## src/rtl/eth_rxframe.sv

```systemverilog
// Ethernet receive framer: preamble/SFD strip, address filter, CRC-32,
// single-frame packet RAM writer with done/ack host handshake.
module eth_rxframe #(
   parameter int AW     = 11,
   parameter int MAXLEN = 1518,
   parameter int MINLEN = 64
) (
   input  logic          rxclk_i,
   input  logic          rst_n,
   input  logic          rxdv_i,
   input  logic          rxer_i,
   input  logic [7:0]    dat_i,
   input  logic          ena_i,
   input  logic          promisc_i,
   input  logic [47:0]   mac_i,
   input  logic          ack_i,
   output logic          wr_o,
   output logic [AW-1:0] waddr_o,
   output logic [7:0]    wdat_o,
   output logic          done_o,
   output logic [AW-1:0] len_o,
   output logic [3:0]    stat_o,
   output logic          miss_o,
   output logic          busy_o
);

   typedef enum logic [2:0] {
      S_IDLE,
      S_PRE,
      S_DATA,
      S_DROP,
      S_DONE
   } state_t;

   localparam logic [31:0]   POLY    = 32'hEDB88320;
   localparam logic [31:0]   RESID   = 32'hDEBB20E3;
   localparam logic [7:0]    PRE_B   = 8'h55;
   localparam logic [7:0]    SFD_B   = 8'hD5;
   localparam logic [AW-1:0] CNT_MAX = '1;
   localparam logic [AW-1:0] MAX_C   = AW'(MAXLEN);
   localparam logic [AW-1:0] MIN_C   = AW'(MINLEN);
   localparam logic [AW-1:0] LAST_DA = AW'(5);

   state_t        state, state_nx;
   logic [AW-1:0] cnt;
   logic [31:0]   crc;
   logic          uc_ok, bc_ok;
   logic          rxer_f;
   logic          rxdv_q;
   logic [7:0]    mac_b;
   logic          uc_now, bc_now;
   logic          in_da, da_miss;

   function automatic logic [31:0] crc_byte(
      input logic [31:0] c,
      input logic [7:0]  d
   );
      logic [31:0] r;
      r = c ^ {24'd0, d};
      for (int i = 0; i < 8; i++)
         r = r[0] ? ((r >> 1) ^ POLY) : (r >> 1);
      return r;
   endfunction

   always_comb begin
      mac_b = mac_i[47:40];
      case (cnt[2:0])
         3'd1:    mac_b = mac_i[39:32];
         3'd2:    mac_b = mac_i[31:24];
         3'd3:    mac_b = mac_i[23:16];
         3'd4:    mac_b = mac_i[15:8];
         3'd5:    mac_b = mac_i[7:0];
         default: mac_b = mac_i[47:40];
      endcase
   end

   // running match state includes the byte currently on dat_i
   assign in_da   = (cnt <= LAST_DA);
   assign uc_now  = uc_ok & (dat_i == mac_b);
   assign bc_now  = bc_ok & (dat_i == 8'hFF);
   assign da_miss = (cnt == LAST_DA) & ~promisc_i & ~uc_now & ~bc_now;

   assign busy_o = (state == S_PRE) | (state == S_DATA) |
                   (state == S_DROP);

   always_ff @(posedge rxclk_i or negedge rst_n) begin
      if (!rst_n) state <= S_IDLE;
      else        state <= state_nx;
   end

   always_comb begin
      state_nx = state;
      unique case (state)
         S_IDLE: begin
            if (rxdv_i) state_nx = ena_i ? S_PRE : S_DROP;
         end
         S_PRE: begin
            if (!rxdv_i)               state_nx = S_IDLE;
            else if (dat_i == SFD_B)   state_nx = S_DATA;
            else if (dat_i != PRE_B)   state_nx = S_DROP;
         end
         S_DATA: begin
            if (!rxdv_i)
               state_nx = (cnt <= LAST_DA) ? S_IDLE : S_DONE;
            else if (da_miss)
               state_nx = S_DROP;
         end
         S_DROP: begin
            if (!rxdv_i) state_nx = S_IDLE;
         end
         S_DONE: begin
            if (ack_i) state_nx = rxdv_i ? S_DROP : S_IDLE;
         end
         default: state_nx = S_IDLE;
      endcase
   end

   always_ff @(posedge rxclk_i or negedge rst_n) begin
      if (!rst_n) begin
         wr_o    <= 1'b0;
         waddr_o <= '0;
         wdat_o  <= '0;
         done_o  <= 1'b0;
         len_o   <= '0;
         stat_o  <= '0;
         miss_o  <= 1'b0;
         cnt     <= '0;
         crc     <= '1;
         uc_ok   <= 1'b0;
         bc_ok   <= 1'b0;
         rxer_f  <= 1'b0;
         rxdv_q  <= 1'b0;
      end else begin
         wr_o   <= 1'b0;
         miss_o <= 1'b0;
         rxdv_q <= rxdv_i;
         unique case (state)
            S_PRE: begin
               if (rxdv_i && dat_i == SFD_B) begin
                  cnt    <= '0;
                  crc    <= '1;
                  uc_ok  <= 1'b1;
                  bc_ok  <= 1'b1;
                  rxer_f <= 1'b0;
               end
            end
            S_DATA: begin
               if (rxdv_i) begin
                  wr_o    <= (cnt < MAX_C);
                  waddr_o <= cnt;
                  wdat_o  <= dat_i;
                  crc     <= crc_byte(crc, dat_i);
                  rxer_f  <= rxer_f | rxer_i;
                  if (cnt != CNT_MAX) cnt <= cnt + 1'b1;
                  if (in_da) begin
                     uc_ok <= uc_now;
                     bc_ok <= bc_now;
                  end
               end else if (cnt > LAST_DA) begin
                  done_o <= 1'b1;
                  len_o  <= cnt;
                  stat_o <= {rxer_f, (cnt > MAX_C),
                             (cnt < MIN_C), (crc != RESID)};
               end
            end
            S_DONE: begin
               if (ack_i)
                  done_o <= 1'b0;
               else if (rxdv_i && !rxdv_q)
                  miss_o <= 1'b1;
            end
            default: ;
         endcase
      end
   end

endmodule

```

## config.mk

```make
export PLATFORM = sky130hd
export DESIGN_NAME = eth_rxframe
export DESIGN_NICKNAME = d
export VERILOG_FILES = /design/src/rtl/eth_rxframe.sv
export SDC_FILE = /design/constraint.sdc
export NUM_CORES = 1
export LEC_CHECK = 0
export CAP_MARGIN = 10
export CORE_MARGIN = 4
export CORE_UTILIZATION = 48
export CTS_BUF_LIST = sky130_fd_sc_hd__clkbuf_2
export DETAILED_ROUTE_END_ITERATION = 12
export PLACE_DENSITY = 0.77
export SYNTH_ARGS = -nofsm -noshare
export SYNTH_HDL_FRONTEND = slang
export SYNTH_SLANG_ARGS = --single-unit
```

## constraint.sdc

```tcl
create_clock -name rxclk_i -period 2.8 [get_ports rxclk_i]
set_input_delay 0.7 -clock rxclk_i [delete_from_list [all_inputs] [get_ports rxclk_i]]
set_output_delay 0.7 -clock rxclk_i [all_outputs]
set_load 0.05 [all_outputs]
```

Yosys cells after proc, flatten, opt, wreduce, memory -nomap -nowiden

Index checks and enable logic that the tools add are counted.

Flip-flop bits (word level): 87
Output and inout bits: 38
Logic and storage cells: 128
Memories kept: 0
Bits in latches: 0
Memory bits (read-only): 0
RAM bits: 0

Shift operators: 0
Div/mod/pow operators: 0
Reduce and logical (&&, ||, !) cells: 13
Add/sub/neg operators: 1
Mux-type cells: 47
$mul: 0
Bitwise logic cells: 21
Equal/unequal tests: 27
Magnitude comparators: 5

Operators with widths:

| kind                  | number |
|---|---|
| $mux 32               | 10 |
| $not 13->14           | 8 |
| $pmux 32 s2           | 1 |
| $pmux 8 s5            | 1 |
| $mux 11               | 3 |
| $ne 32x32->1 const B  | 1 |
| $xor 32x8->32         | 1 |
| $mux 3                | 9 |
| $pmux 11 s2           | 1 |
| $eq 8x8->1 const B    | 2 |
| $mux 1                | 15 |
| $pmux 3 s5            | 1 |
| $eq 3x2->1 const B    | 4 |
| $ne 2x2->1 const B    | 6 |
| $reduce_and 4->1      | 3 |
| $add 11x1->11 const B | 1 |
| $eq 11x3->1 const B   | 1 |
| $gt 11x11->1 const B  | 1 |
| $gt 11x3->1 const B   | 1 |
| $le 11x3->1 const B   | 1 |
| $lt 11x11->1 const B  | 1 |
| $lt 11x7->1 const B   | 1 |
| $ne 11x11->1 const B  | 1 |
| $eq 3x3->1 const B    | 3 |
| other kinds (18)      | 37 |

Longest topological paths before layout

Gate-level depths: netlist of run 1.

Depth in word-level cells: 19
Depth in mapped cells: 11

Least setup slack after synthesis of run 1

Ideal clock, no wire load.

Kind: register to register
Start: register cnt[0]
End: register state[0]
Stages on the path, launching flop included: 11
Setup slack: -17 ps
Required time: 2676 ps
Data arrival time: 2694 ps
Setup time: 124 ps
Path buffers: 2
Cells stage by stage: dfrtp_1 > ha_1 > ha_1 > buf_2 > or4_4 > buf_6 > o21ai_2 > nor2_1 > or3_1 > or4_1 > a2bb2oi_1

Cells in the longest elaborated chain, start to end: 9
Elaborated cells between the ends (all ways): 15

RTL lines:

| item                                  | line | source |
|---|---|---|
| from (decl)                           | 45   | `logic [AW-1:0] cnt;` |
| from (signal assigned)                | 154  | `if (cnt != CNT_MAX) cnt <= cnt + 1'b1;` |
| $eq 3x3->1 (tied with other cells)    | 67   | `case (cnt[2:0])` |
| $pmux 8 s5                            | 67   |  |
| $eq 8x8->1                            | 79   | `assign uc_now = uc_ok & (dat_i == mac_b);` |
| $and 1x1->1                           | 79   |  |
| $not 1->1                             | 81   | `assign da_miss = (cnt == LAST_DA) & ~promisc_i & ~uc_now & ~bc_now;` |
| $and 1x1->1 (*) (2 in series)         | 81   |  |
| $ne 3x3->1 (no source line) (*)       | --   |  |
| $reduce_and 5->1 (no source line) (*) | --   |  |
| to (signal assigned)                  | 88   | `else state <= state_nx;` |
| to (decl)                             | 44   | `state_t state, state_nx;` |

Mark *: on every way between the ends. The rest lies on a longest branch, timed or not.
A chain may end at the register's enable or synchronous reset.

Worst setup path after layout of run 1

Start: register cnt[0]
End: register uc_ok

Cells in the longest elaborated chain, start to end: 7
Elaborated cells between the ends (all ways): 14

RTL lines:

| item                               | line | source |
|---|---|---|
| $eq 3x3->1 (tied with other cells) | 67   |  |
| $pmux 8 s5                         | 67   |  |
| $eq 8x8->1                         | 79   |  |
| $and 1x1->1                        | 79   |  |
| $mux 1                             | 155  | `if (in_da) begin` |
| $mux 1                             | 148  | `if (rxdv_i) begin` |
| $pmux 1 s2                         | 137  | `unique case (state)` |
| to (signal assigned)               | 156  | `uc_ok <= uc_now;` |
| to (decl)                          | 47   | `logic uc_ok, bc_ok;` |

Parallel ways exist; a longest one is shown, timed or not. The select of a mux whose other input is x is not followed.

==> impl_metrics.tcl, run 1 <==
set metrics [dict create \
    required_ns 3.29 \
    cp_max_fo 6 \
    fin_crit_sh 1.01 \
    ys.flop_type "dfrtp_1" \
    power.leakage_nw 2.83 \
    final_cell_mix "clkdlybuf4s50_1 (98), buf_4 (62), dfrtp_1 (55), nand2_1 (53), nor2_1 (51)" \
    rows 36 \
    synth_nets 565 \
    start_util 0.497 \
    p_per_area_nw_per_um2 1340 \
    clkSlewWorstSetupHoldPaths_ns 0.23 \
    critical-path-slowest-cell "or4_4" \
    worst_setup_path_start_kind "flop" \
    fin_ws_ns -0.0368 \
    hpwl_mm 10.5 \
    first_pass_iters 6 \
    ant_nets 0 \
    crit_path_end_kind "flop" \
    synth_edf_count 0 \
    critPathMostFrequentCell "or4_4" \
    slew_violations 0 \
    ioPinCount 101 \
    grt_pass1_wl_mm 22.9 \
    drive_gt1_frac 0.232 \
    ys_types 63 \
    cpLargestDelayFamily "simple AND/OR/NAND/NOR gates" \
    slew_headroom 0.543 \
    fin_setup_tns_ns -0.0469 \
    path_cells "inv_2 > ha_2 > and2b_2 > or4_4 > o211ai_1 > mux2i_1 > nand4_1 > or4_4 > a31oi_1" \
    min_period_ns 2.84 \
    r2r_setup_slack_ns -0.04 \
    path_buf_inv 1 \
    violations "negative setup slack" \
    netlist_instances 497 \
    via_count 4315 \
    setup_viol 2 \
    cts_hold_buffers 0 \
    synth.top_cells.by_area "dfrtp_1 (28%), dfstp_2 (17%), xnor2_1 (8.1%), xor2_1 (4.8%), a21oi_1 (4.4%)" \
    dieArea_um2 11800 \
    grt_max_degree 48 \
    grt_overflow 0 \
    drcViolationCount 0 \
    fmax_mhz 353 \
    dpl.cell_count 763 \
    ir_drop_mv 0.648 \
    h-tree-depth 3 \
    antennaDiodeCount 0 \
    core_um2 9820 \
    yosysTopAreaCell "dfrtp_1" \
    routedWlPerCell_um 17.7 \
    whs_ns 0.121 \
    port_buffers 100 \
    rr_endpoint "uc_ok" \
    cpPeakStageDelay_ns 0.60 \
    drv_cap 0 \
    r2r_start "cnt[0]" \
    grt_usage 0.250 \
    synth-async-reset-ratio 1.00 \
    routed-wl-met3_um 753 \
    drt-total-wl_mm 14.0 \
    clock-sinks 87 \
    skew_ns 0.0212 \
    yosysTopAreaCellShare 0.282 \
    vias_per_cell 5.48 \
    worstMarginPinSlew_ns 0.681 \
    syn_area_um2 4880 \
    synth-seq-cells 87 \
    clk_latency_ns 0.55 \
    rsz0062_at_grt "yes" \
    min_path_type "primary input to async pin" \
    wl_met1_mm 6.02 \
    gp_routability_congestion 0.941 \
    status "finished with violations" \
    rr_worst_depth 9 \
    die_w_um 109 \
    fin_cells 787 \
    arrival_ns 3.32 \
    synth_seq_area_share 0.454 \
    drtIter0Drc 294 \
    worstSetupPathType "flop to flop" \
    synth_area_per_cell_um2 9.82 \
    grt_pass1_vias 4546 \
    top_layer "met4" \
    nets 717 \
    fill_cells 829 \
    synth_warnings 0 \
    cts_buffers 9 \
    fp.dieH_um 109 \
    cts-root-buf "clkbuf_2" \
    cts_tree "done" \
    hold_viol_final 0 \
    grt_antenna_before_repair 0 \
    wl_met2_mm 6.85 \
    syn_to_final_growth_pct 35.4 \
    clock_path_buffers 2 \
    layout_commonest_cell "clkdlybuf4s50_1" \
]
==> state kept, by name (all words and copies together), names as in the netlist <==
register  cells
wdat_o        8
rxdv_q        1
miss_o        1
state         3
done_o        1
crc          32
uc_ok         1
bc_ok         1
rxer_f        1
len_o        11
stat_o        4
wr_o          1
waddr_o      11
cnt          11
==> power by group <==
group	total (mW)	switching, mW	leakage [nW]	internal (mW)
Combinational	5.82	3.12	1.71	2.70
Sequential	2.31	0.423	1.03	1.89
Clock	0.733	0.435	0.0819	0.298
==> layout make-up <==
| cell class | instances | area, µm² | share of cell area |
|---|---|---|---|
| clock buffers | 10 | 50.0 | 0.00757 |
| clock inverters | 6 | 82.6 | 0.0125 |
| inverters | 16 | 60.1 | 0.00909 |
| multi-input cells | 372 | 2530 | 0.383 |
| flip-flops and latches | 87 | 2220 | 0.335 |
| well taps | 133 | 166 | 0.0252 |
| repair buffers | 163 | 1500 | 0.227 |
==> worst reg2reg max path, stage by stage, from the launching register on <==
cell and delay [ns]:
dfrtp_1 0.45, inv_2 0.07, ha_2 0.19, and2b_2 0.23, or4_4 0.60, o211ai_1 0.17, mux2i_1 0.24, nand4_1 0.11
or4_4 0.54, a31oi_1 0.18
==> how the worst max path moves through the flow <==
| stage | start | endpoint | slack (ns) | depth (start not counted) |
|---|---|---|---|---|
| finish | cnt[0] | uc_ok | -0.04 | 9 |
| detailed placement | mac_i[26] | state[0] | -0.15 | 8 |
| CTS | state[1] | busy_o | 0.002 | 3 |
| global placement | mac_i[26] | state[0] | -0.09 | 8 |
| floorplan | cnt[0] | state[0] | 0.01 | 10 |
| global route | cnt[0] | uc_ok | -0.11 | 8 |
==> metrics by stage <==
stage	area [µm²]	total power, mW	setup WS [ns]	util
final	6610	8.86	-0.0368	0.673
after global routing	6610	9.47	-0.110	0.673
after CTS	6570	8.81	0.00205	0.669
after detailed placement	6390	7.94	-0.148	0.651
after global placement	6390	7.83	-0.0870	0.651
after floorplan	4890	6.20	0.0131	-
==> layer usage <==
layer  GRT usage  up-vias
met1       0.330     2102
li1            -     2039
met5           0        -
met2       0.409      146
met3      0.0580       28
met4      0.0821        0
==> cells in the mapped netlist (3+ instances only) <==
cell      number
buf_2          5
nand4_1        5
dfrtp_1       55
o211ai_1       3
and3_1         5
nor3_1         5
nand3_1       12
a31oi_1        8
inv_1         16
ha_1           5
a222oi_1       4
xnor2_1       45
a221oi_1       3
xnor2_2        4
nand2b_1       4
nor2_1        52
nor4b_1        3
clkbuf_1      13
or3_1          3
dfstp_2       32
nand4b_1       3
o21a_1         3
or4_1          3
nand2_1       53
xor2_1        27
mux2i_1        6
a21oi_1       43
o22ai_1        5
nor4_1         3
a32o_1         3
mux2_2        15
o21ai_0       12
==> timing repair <==
item                       in CTS  in global routing
pin swaps                       2                  4
setup endpoints to repair       2                  3
gates resized for setup         4                  6
gates cloned                    1                  0
buffers inserted                3                  4
==> cells by family after synthesis <==
group	synth area share
flip-flops	0.454
buffers and inverters	0.0346
XOR/XNOR	0.149
AND/OR/NAND/NOR	0.172
adder cells (fa/ha/maj)	0.0128
multiplexers	0.0469
AO/OA/AOI/OAI	0.130
No activity file was read; power rests on OpenSTA's default activity.
==> run 2: changes to the inputs <==
Settings changed: CORE_UTILIZATION 48 to 53, MAX_ROUTING_LAYER from default to met4, PLACE_DENSITY 0.77 to 0.8.
Clock period 2.8 ns to 2.9 ns, I/O delays scaled along.
==> impl_metrics.tcl, run 2 (synthesized netlist as in run 1, its figures left out) <==
set metrics [dict create \
    status "finished with violations" \
    violations "negative setup slack" \
    cts_buffers 9 \
    ioPinCount 101 \
    hpwl_mm 10.2 \
    whs_ns 0.443 \
    dpl.cell_count 738 \
    r2r_start "cnt[1]" \
    placedInstanceArea_um2 6340 \
    final_cell_mix "clkdlybuf4s50_1 (98), buf_4 (65), nand2_1 (53), dfrtp_1 (53), nor2_1 (51)" \
    port_buffers 100 \
    grt_usage 0.272 \
    grt_max_degree 78 \
    via_count 4399 \
    die_w_um 104 \
    p_clk_frac 0.087 \
    routedWlPerCell_um 18.5 \
    cts_tree "done" \
    fin_crit_sh 1.03 \
    worstMarginPinSlew_ns 0.553 \
    clkSlewWorstSetupHoldPaths_ns 0.27 \
    gp_routability_congestion 0.932 \
    worstSetupPathType "flop to flop" \
    fin_cells 767 \
    regMostFlops "crc" \
    clock_path_buffers 2 \
    ant_nets 0 \
    skew_ns 0.0357 \
    antennaDiodeCount 0 \
    slew_violations 0 \
    ir_drop_mv 0.720 \
    setup_viol 2 \
    p_per_area_nw_per_um2 1340 \
    fin_area_um2 6630 \
    r2r_setup_slack_ns -0.08 \
    pre_cts_ws_ns -0.0930 \
    hold_viol_final 0 \
    drive_gt1_frac 0.241 \
    min_path_type "primary input to async pin" \
    p_sw_mw 3.97 \
    fill_cells 621 \
    arrival_ns 3.48 \
    p_int_mw 4.88 \
    slew_headroom 0.630 \
    clock-sinks 87 \
    min_period_ns 2.98 \
    dieArea_um2 10800 \
    cts-root-buf "clkbuf_2" \
    drcViolationCount 0 \
    syn_to_final_growth_pct 35.8 \
    fmax_mhz 335 \
    layout_commonest_cell "clkdlybuf4s50_1" \
    fin_ws_ns -0.0836 \
    grt_pass1_vias 4536 \
    total_power_mw 8.86 \
    grt_pass1_wl_mm 23.2 \
    rows 34 \
    h-tree-depth 3 \
    seqPwrFrac 0.252 \
    required_ns 3.39 \
    nets 722 \
    power.leakage_nw 2.85 \
    fp.dieH_um 104 \
    regArea_um2 2220 \
    core_um2 8850 \
    vias_per_cell 5.74 \
    rsz0062_at_grt "yes" \
    drt-total-wl_mm 14.2 \
    largest_reg_flops 32 \
    worst_setup_path_start_kind "flop" \
    first_pass_iters 5 \
    crit_path_end_kind "flop" \
    clk_latency_ns 0.61 \
    comb_power_share 0.661 \
    cp_max_fo 5 \
    drv_cap 0 \
    crit_path_start "cnt[1]" \
    p_sw_frac 0.449 \
    grt_antenna_before_repair 0 \
    grt_overflow 0 \
    multiInputGateArea_um2 2530 \
    drtIter0Drc 296 \
    start_util 0.552 \
]
run 2: routing by layer:
layer | share of wire | up-vias | global-route usage | routed length, µm
li1 | - | 2049 | - | -
met1 | 0.43 | 2165 | 0.355 | 6070
met2 | 0.49 | 150 | 0.429 | 7020
met3 | 0.056 | 35 | 0.0515 | 797
met4 | 0.023 | 0 | 0.0959 | 322
met5 | 0 | - | - | 0
run 2: final cells by class:
cell class / instances / share of cell area
clock buffers: 9 / 0.00680
multi-input cells: 372 / 0.382
repair buffers: 168 / 0.231
clock inverters: 7 / 0.0153
inverters: 16 / 0.00906
flip-flops and latches: 87 / 0.335
well taps: 108 / 0.0204
run 2: path summary, 6_finish.rpt:
check,to,cells after the start
max in group asynchronous,crc[2],3
worst max register to register,state[0],10
min in group rxclk_i,miss_o,1
worst max-delay path,state[0],10
worst min register to register,miss_o,1
worst min-delay path,cnt[0],2
run 2: repair_timing:
action / CTS / global route
gates resized for setup: 2 / 13
endpoints found under the hold margin: 10 / 0
pin swaps: 1 / 8
hold buffers: 1 / 0
setup endpoints to repair: 2 / 3
gates cloned: 0 / 1
buffers inserted: 4 / 7
run 2: critical path: stages, from the launching register on:
cell and delay [ns]:
dfrtp_2 0.51, buf_6 0.13, ha_2 0.16, and2b_2 0.24, buf_6 0.13, nor4_4 0.34
nor3_4 0.08, a32o_1 0.23, or3_1 0.36, or4_4 0.54, a2bb2oi_2 0.14
run 2: stage by stage:
step                      utilization   TNS, ns
after detailed placement        0.717    -0.162
final                           0.749    -0.161
after global routing            0.749    -0.239
after global placement          0.717  -0.00452
after CTS                       0.738         0
after floorplan                     -         0
run 2: power by group through the flow:
| stage | registers, mW | logic [mW] | clock network (mW) |
|---|---|---|---|
| after detailed placement | 2.25 | 5.54 | 0 |
| after global placement | 2.22 | 5.43 | 0 |
| final | 2.23 | 5.86 | 0.767 |
| after floorplan | 2.67 | 3.32 | 0 |
| after global routing | 2.30 | 6.27 | 0.840 |
| after CTS | 2.22 | 5.63 | 0.780 |
==> run 3: changes to the inputs <==
Settings changed: GPL_TIMING_DRIVEN from default to 0.
==> impl_metrics.tcl, run 3 (synthesized netlist as in run 1, its figures left out) <==
set metrics [dict create \
    start_util 0.552 \
    worstMarginPinSlew_ns 0.873 \
    drtIter0Drc 289 \
    antennaDiodeCount 0 \
    crit_path_end "state[0]" \
    regArea_um2 2220 \
    worstSetupPathType "flop to flop" \
    routedWlPerCell_um 19.7 \
    ant_nets 0 \
    drt-total-wl_mm 14.6 \
    status "finished with violations" \
    fp.dieH_um 104 \
    hold_viol_final 0 \
    violations "negative setup slack" \
    clock-sinks 87 \
    largest_reg_flops 32 \
    die_w_um 104 \
    critical-path-slowest-cell "or4_4" \
    worst_setup_path_start_kind "flop" \
    cts_tree "done" \
    placedInstanceArea_um2 6040 \
    cts_buffers 9 \
    grt_max_degree 62 \
    min_period_ns 2.94 \
    slew_headroom 0.414 \
    critical_path_depth 11 \
    arrival_ns 3.40 \
    port_buffers 100 \
    p_per_area_nw_per_um2 1300 \
    cpPeakStageDelay_ns 0.53 \
    first_pass_iters 7 \
    final_cell_mix "clkdlybuf4s50_1 (98), nand2_1 (53), dfrtp_1 (53), nor2_1 (51), xnor2_1 (44)" \
    setup_viol 2 \
    cpLargestDelayFamily "simple AND/OR/NAND/NOR gates" \
    drive_gt1_frac 0.197 \
    grt_pass1_vias 4513 \
    vias_per_cell 5.94 \
    rr_worst_depth 11 \
    r2r_start "cnt[0]" \
    postLayoutCoreUtil 0.724 \
    grt_usage 0.275 \
    multiInputGateArea_um2 2600 \
    gp_routability_congestion 0.905 \
    power.leakage_nw 2.66 \
    rr_endpoint "state[0]" \
    fin_area_um2 6410 \
    clock_path_buffers 2 \
    clkSlewWorstSetupHoldPaths_ns 0.25 \
    grt_antenna_before_repair 0 \
    ir_drop_mv 0.792 \
    whs_ns 0.0396 \
    path_cells "inv_2 > ha_4 > and2b_2 > or4_4 > buf_6 > buf_6 > o211ai_1 > mux2i_1 > nand4_1 > or4_4 > a2bb2oi_1" \
    hpwl_mm 10.3 \
    nets 696 \
    slew_violations 0 \
    fin_ws_ns -0.0404 \
    crit_path_end_kind "flop" \
    rsz0062_at_grt "yes" \
    syn_to_final_growth_pct 31.2 \
    fin_crit_sh 1.01 \
    crit_path_start "cnt[0]" \
    cts_hold_buffers 0 \
    required_ns 3.36 \
    drcViolationCount 0 \
    skew_ns 0.0286 \
    regMostFlops "crc" \
    grt_pass1_wl_mm 23.3 \
    dpl.cell_count 706 \
    clk_latency_ns 0.56 \
    min_path_type "primary input to async pin" \
    grt_overflow 0 \
    core_um2 8850 \
    cp_max_fo 6 \
    via_count 4405 \
    h-tree-depth 3 \
    cts-root-buf "clkbuf_2" \
    fin_cells 741 \
    ioPinCount 101 \
    layout_commonest_cell "clkdlybuf4s50_1" \
    r2r_setup_slack_ns -0.04 \
    pre_cts_ws_ns -0.695 \
    fill_cells 663 \
    rows 34 \
    fmax_mhz 340 \
    drv_cap 0 \
    path_buf_inv 3 \
    dieArea_um2 10800 \
]
run 3: power breakdown:
group	switching, mW	internal (mW)	total (mW)
combinational	3.10	2.43	5.53
clock	0.441	0.114	0.555
sequential	0.418	1.82	2.24
run 3: metal layers:
layer  share of wire  GRT usage  vias to the layer above
met3           0.055     0.0422                       37
li1                -          -                     1988
met2            0.49      0.433                      196
met4           0.026      0.104                        0
met5               0          -                        -
met1            0.43      0.362                     2184
run 3: through the flow:
stage               power [mW]  TNS, ns
finish                    8.32  -0.0804
global placement          7.15  -154.37
floorplan                 5.98        0
CTS                       8.10        0
detailed placement        7.27   -25.24
global route              8.82   -0.348
run 3: worst min path at each step:
stage / endpoint / slack [ns] / depth (start not counted)
final: len_o[2] / 0.04 / 1
after global routing: len_o[2] / 0.02 / 1
after floorplan: miss_o / 0.39 / 1
after global placement: miss_o / 0.40 / 1
after CTS: len_o[2] / 0.03 / 1
after detailed placement: miss_o / 0.40 / 1
run 3: what timing repair did:
item	CTS	global route
setup endpoints to repair	17	30
buffers inserted	17	3
pin swaps	9	11
endpoints found under the hold margin	0	0
gates resized for setup	22	9
gates cloned	1	0
run 3: area by class of cell:
class / instances / area share
Clock buffer: 9 / 0.00703
Multi-Input combinational cell: 371 / 0.405
Inverter: 16 / 0.00996
Tap cell: 108 / 0.0211
Sequential cell: 87 / 0.346
Timing Repair Buffer: 122 / 0.187
Clock inverter: 7 / 0.00723
Buffer: 21 / 0.0156
run 3: worst reg2reg max path, delay by kind of cell, from the launching register on:
kind	cells	cell delay, ns
simple gates	4	1.29
mux	1	0.22
flops	1	0.51
compound gates	2	0.27
buf+inv	3	0.35
fa+ha+maj	1	0.19
==> RTL edit (config.mk and constraints of run 3) <==
Encoding of `state_t`: now one-hot (5 bits for 5 states).
--- a/src/rtl/eth_rxframe.sv
+++ b/src/rtl/eth_rxframe.sv
@@ -26,8 +26,8 @@
 
-   typedef enum logic [2:0] {
-      S_IDLE,
-      S_PRE,
-      S_DATA,
-      S_DROP,
-      S_DONE
+   typedef enum logic [4:0] {
+      S_IDLE = 5'b00001,
+      S_PRE  = 5'b00010,
+      S_DATA = 5'b00100,
+      S_DROP = 5'b01000,
+      S_DONE = 5'b10000
    } state_t;
Function: same outputs for any inputs over 4 cycles, from zero or initial values and one cycle with rst_n low; so few cycles prove little.
==> RTL edit against run 3 <==
Non-clock buffer count shrank 16; via count rose by 2.9%; design area up 0.80%; worst setup slack better by 190 ps; core utilization is 3.5 points lower; critical endpoint is now cnt[10]$_DFFE_PN0P_; wire length is 2.1% lower; synthesized area up 5.9%; sequential cell count is 2 higher; critical path depth is 4 lower.
Power is left out: it rests on default switching activity, and per cell area and clock period it moved more than threefold.
==> RTL edit: results <==
[yosys]
synth_warnings = 0
yosysSeqAreaShare_pct = 43.88
synthTopCellsByArea = "dfrtp_1 27%, dfstp_2 17%, xnor2_1 6.6%"
synth_nets = 607
synthDistinctLibCells = 61
synth_top_cells_by_count = "67 x nand2_1, 58 x nor2_1, 56 x dfrtp_1"
async_reset_ff_share_pct = 100.0
synth_flop_cell = "dfrtp_1"

[setup_path]
crit_start = "dat_i[0]"
critPathCapture = "cnt[10]$_DFFE_PN0P_"
r2r-end = "len_o[9]$_DFFE_PN0P_"
critPathArrivalTime_ps = 3250
critPathMaxFanout = 10
ff2ff_setup_slack_ps = 200
rr_startpoint = "state[0]$_DFFE_PN1P_"
ff2ff_path_depth = 6

[clock_tree]
cts_root_buf = "clkbuf_2"
numCtsBuffers = 9
clk_pin_slew_ps = 260
htree_levels = 3
clockBufferDepth = 2
post_cts_buffers = 0
insertion_delay_ps = 550

[hold_path]
hp-class = "primary input to asynchronous set/reset pin"

[grt]
grt_pass1_wl_um = 23190
grt_antenna_before_repair = 0
grt_pass1_vias = 4576
grt_max_degree = 47
grt_usage_pct = 26.55

[placement]
place_congestion = 0.9284
dp_hpwl_um = 10690
io_buffers = 96
postPlaceCellArea_sq_um = 6317

[run_status]
outcome = "finished clean"

[final_layout]
insertedDiodeCount = 0
top_register = "crc"
largest_reg_flops = 32
drive_gt1_share_pct = 16.31
nets = 713

[detailed_routing]
vias_per_cell = 5.818
drt_first_pass_iters = 5
drt_iter0_drc = 360
wl_per_cell_um = 18.30

[sta]
skew_ps = 34.55
slew_headroom_pct = 43.76
==> RTL edit: changes by cell type in the layout (fill, tap and decap cells not counted), moves of 4 or more <==
cell             delta
buf_4              -18
xnor2_1             -5
a21oi_1             -4
nand2_1            +14
o21ai_0             +9
clkbuf_1            +4
clkdlybuf4s50_1     -4
ha_4                -4
a22oi_1             +5
nor2_1              +6
buf_2               +6
==> RTL edit: how the worst min path moves through the flow <==
stage	startpoint	cells after the start	end	slack, ps
4_1_cts	rst_n	1	wdat_o[0]$_DFFE_PN0P_	130
3_3_place_gp	rxdv_q$_DFF_PN0_	1	miss_o$_DFF_PN0_	390
3_5_place_dp	rxdv_q$_DFF_PN0_	1	miss_o$_DFF_PN0_	400
6_report	rst_n	1	wdat_o[5]$_DFFE_PN0P_	130
5_1_grt	rst_n	1	wdat_o[5]$_DFFE_PN0P_	130
2_1_floorplan	rxdv_q$_DFF_PN0_	1	miss_o$_DFF_PN0_	380
==> RTL edit: timing repair <==
action	in CTS	in global routing
hold buffers	0	0
endpoints found under the setup margin	4	10
pin swaps	0	1
gates resized for setup	5	13
==> RTL edit: critical path, stage by stage <==
cell             delay [ps]
clkdlybuf4s50_1         710
and4_1                  350
nand4_1                 140
a21oi_2                 440
clkbuf_1                540
a41oi_1                 210
nor2_1                  130
==> RTL edit: cell type report <==
type | count | area, sq um
Fill cell | 766 | 2914
Multi-Input combinational cell | 406 | 2754
Sequential cell | 89 | 2271
Timing Repair Buffer | 97 | 980.9
Tap cell | 129 | 161.4
Buffer | 30 | 131.4
Clock inverter | 7 | 68.82
Clock buffer | 9 | 45.04
Inverter | 12 | 45.04
==> RTL edit: through the flow <==
| stage | instances | setup slack, ps |
|---|---|---|
| after global placement | 764 | -1986 |
| after CTS | 781 | 14.97 |
| final | 779 | 148.6 |
| after detailed placement | 765 | -439.0 |
| after floorplan | 539 | 272.1 |
| after global routing | 779 | 20.00 |
==> RTL edit: layer usage <==
layer / GRT usage, % / wire length [um] / vias to the layer above
li1: - / - / 2087
met1: 36.82 / 6274 / 2193
met2: 40.69 / 6626 / 220
met3: 4.455 / 1029 / 32
met4: 7.397 / 323 / 0
met5: - / 0 / -
==> RTL edit: kinds of logic after synthesis <==
logic type / after synthesis / share of synthesized area, %
mux: 20 / 4.284
buf+inv: 44 / 3.509
fa+ha+maj: 5 / 1.210
simple gates: 188 / 17.11
xor+xnor: 82 / 16.21
flops: 89 / 43.88
compound gates: 111 / 13.80
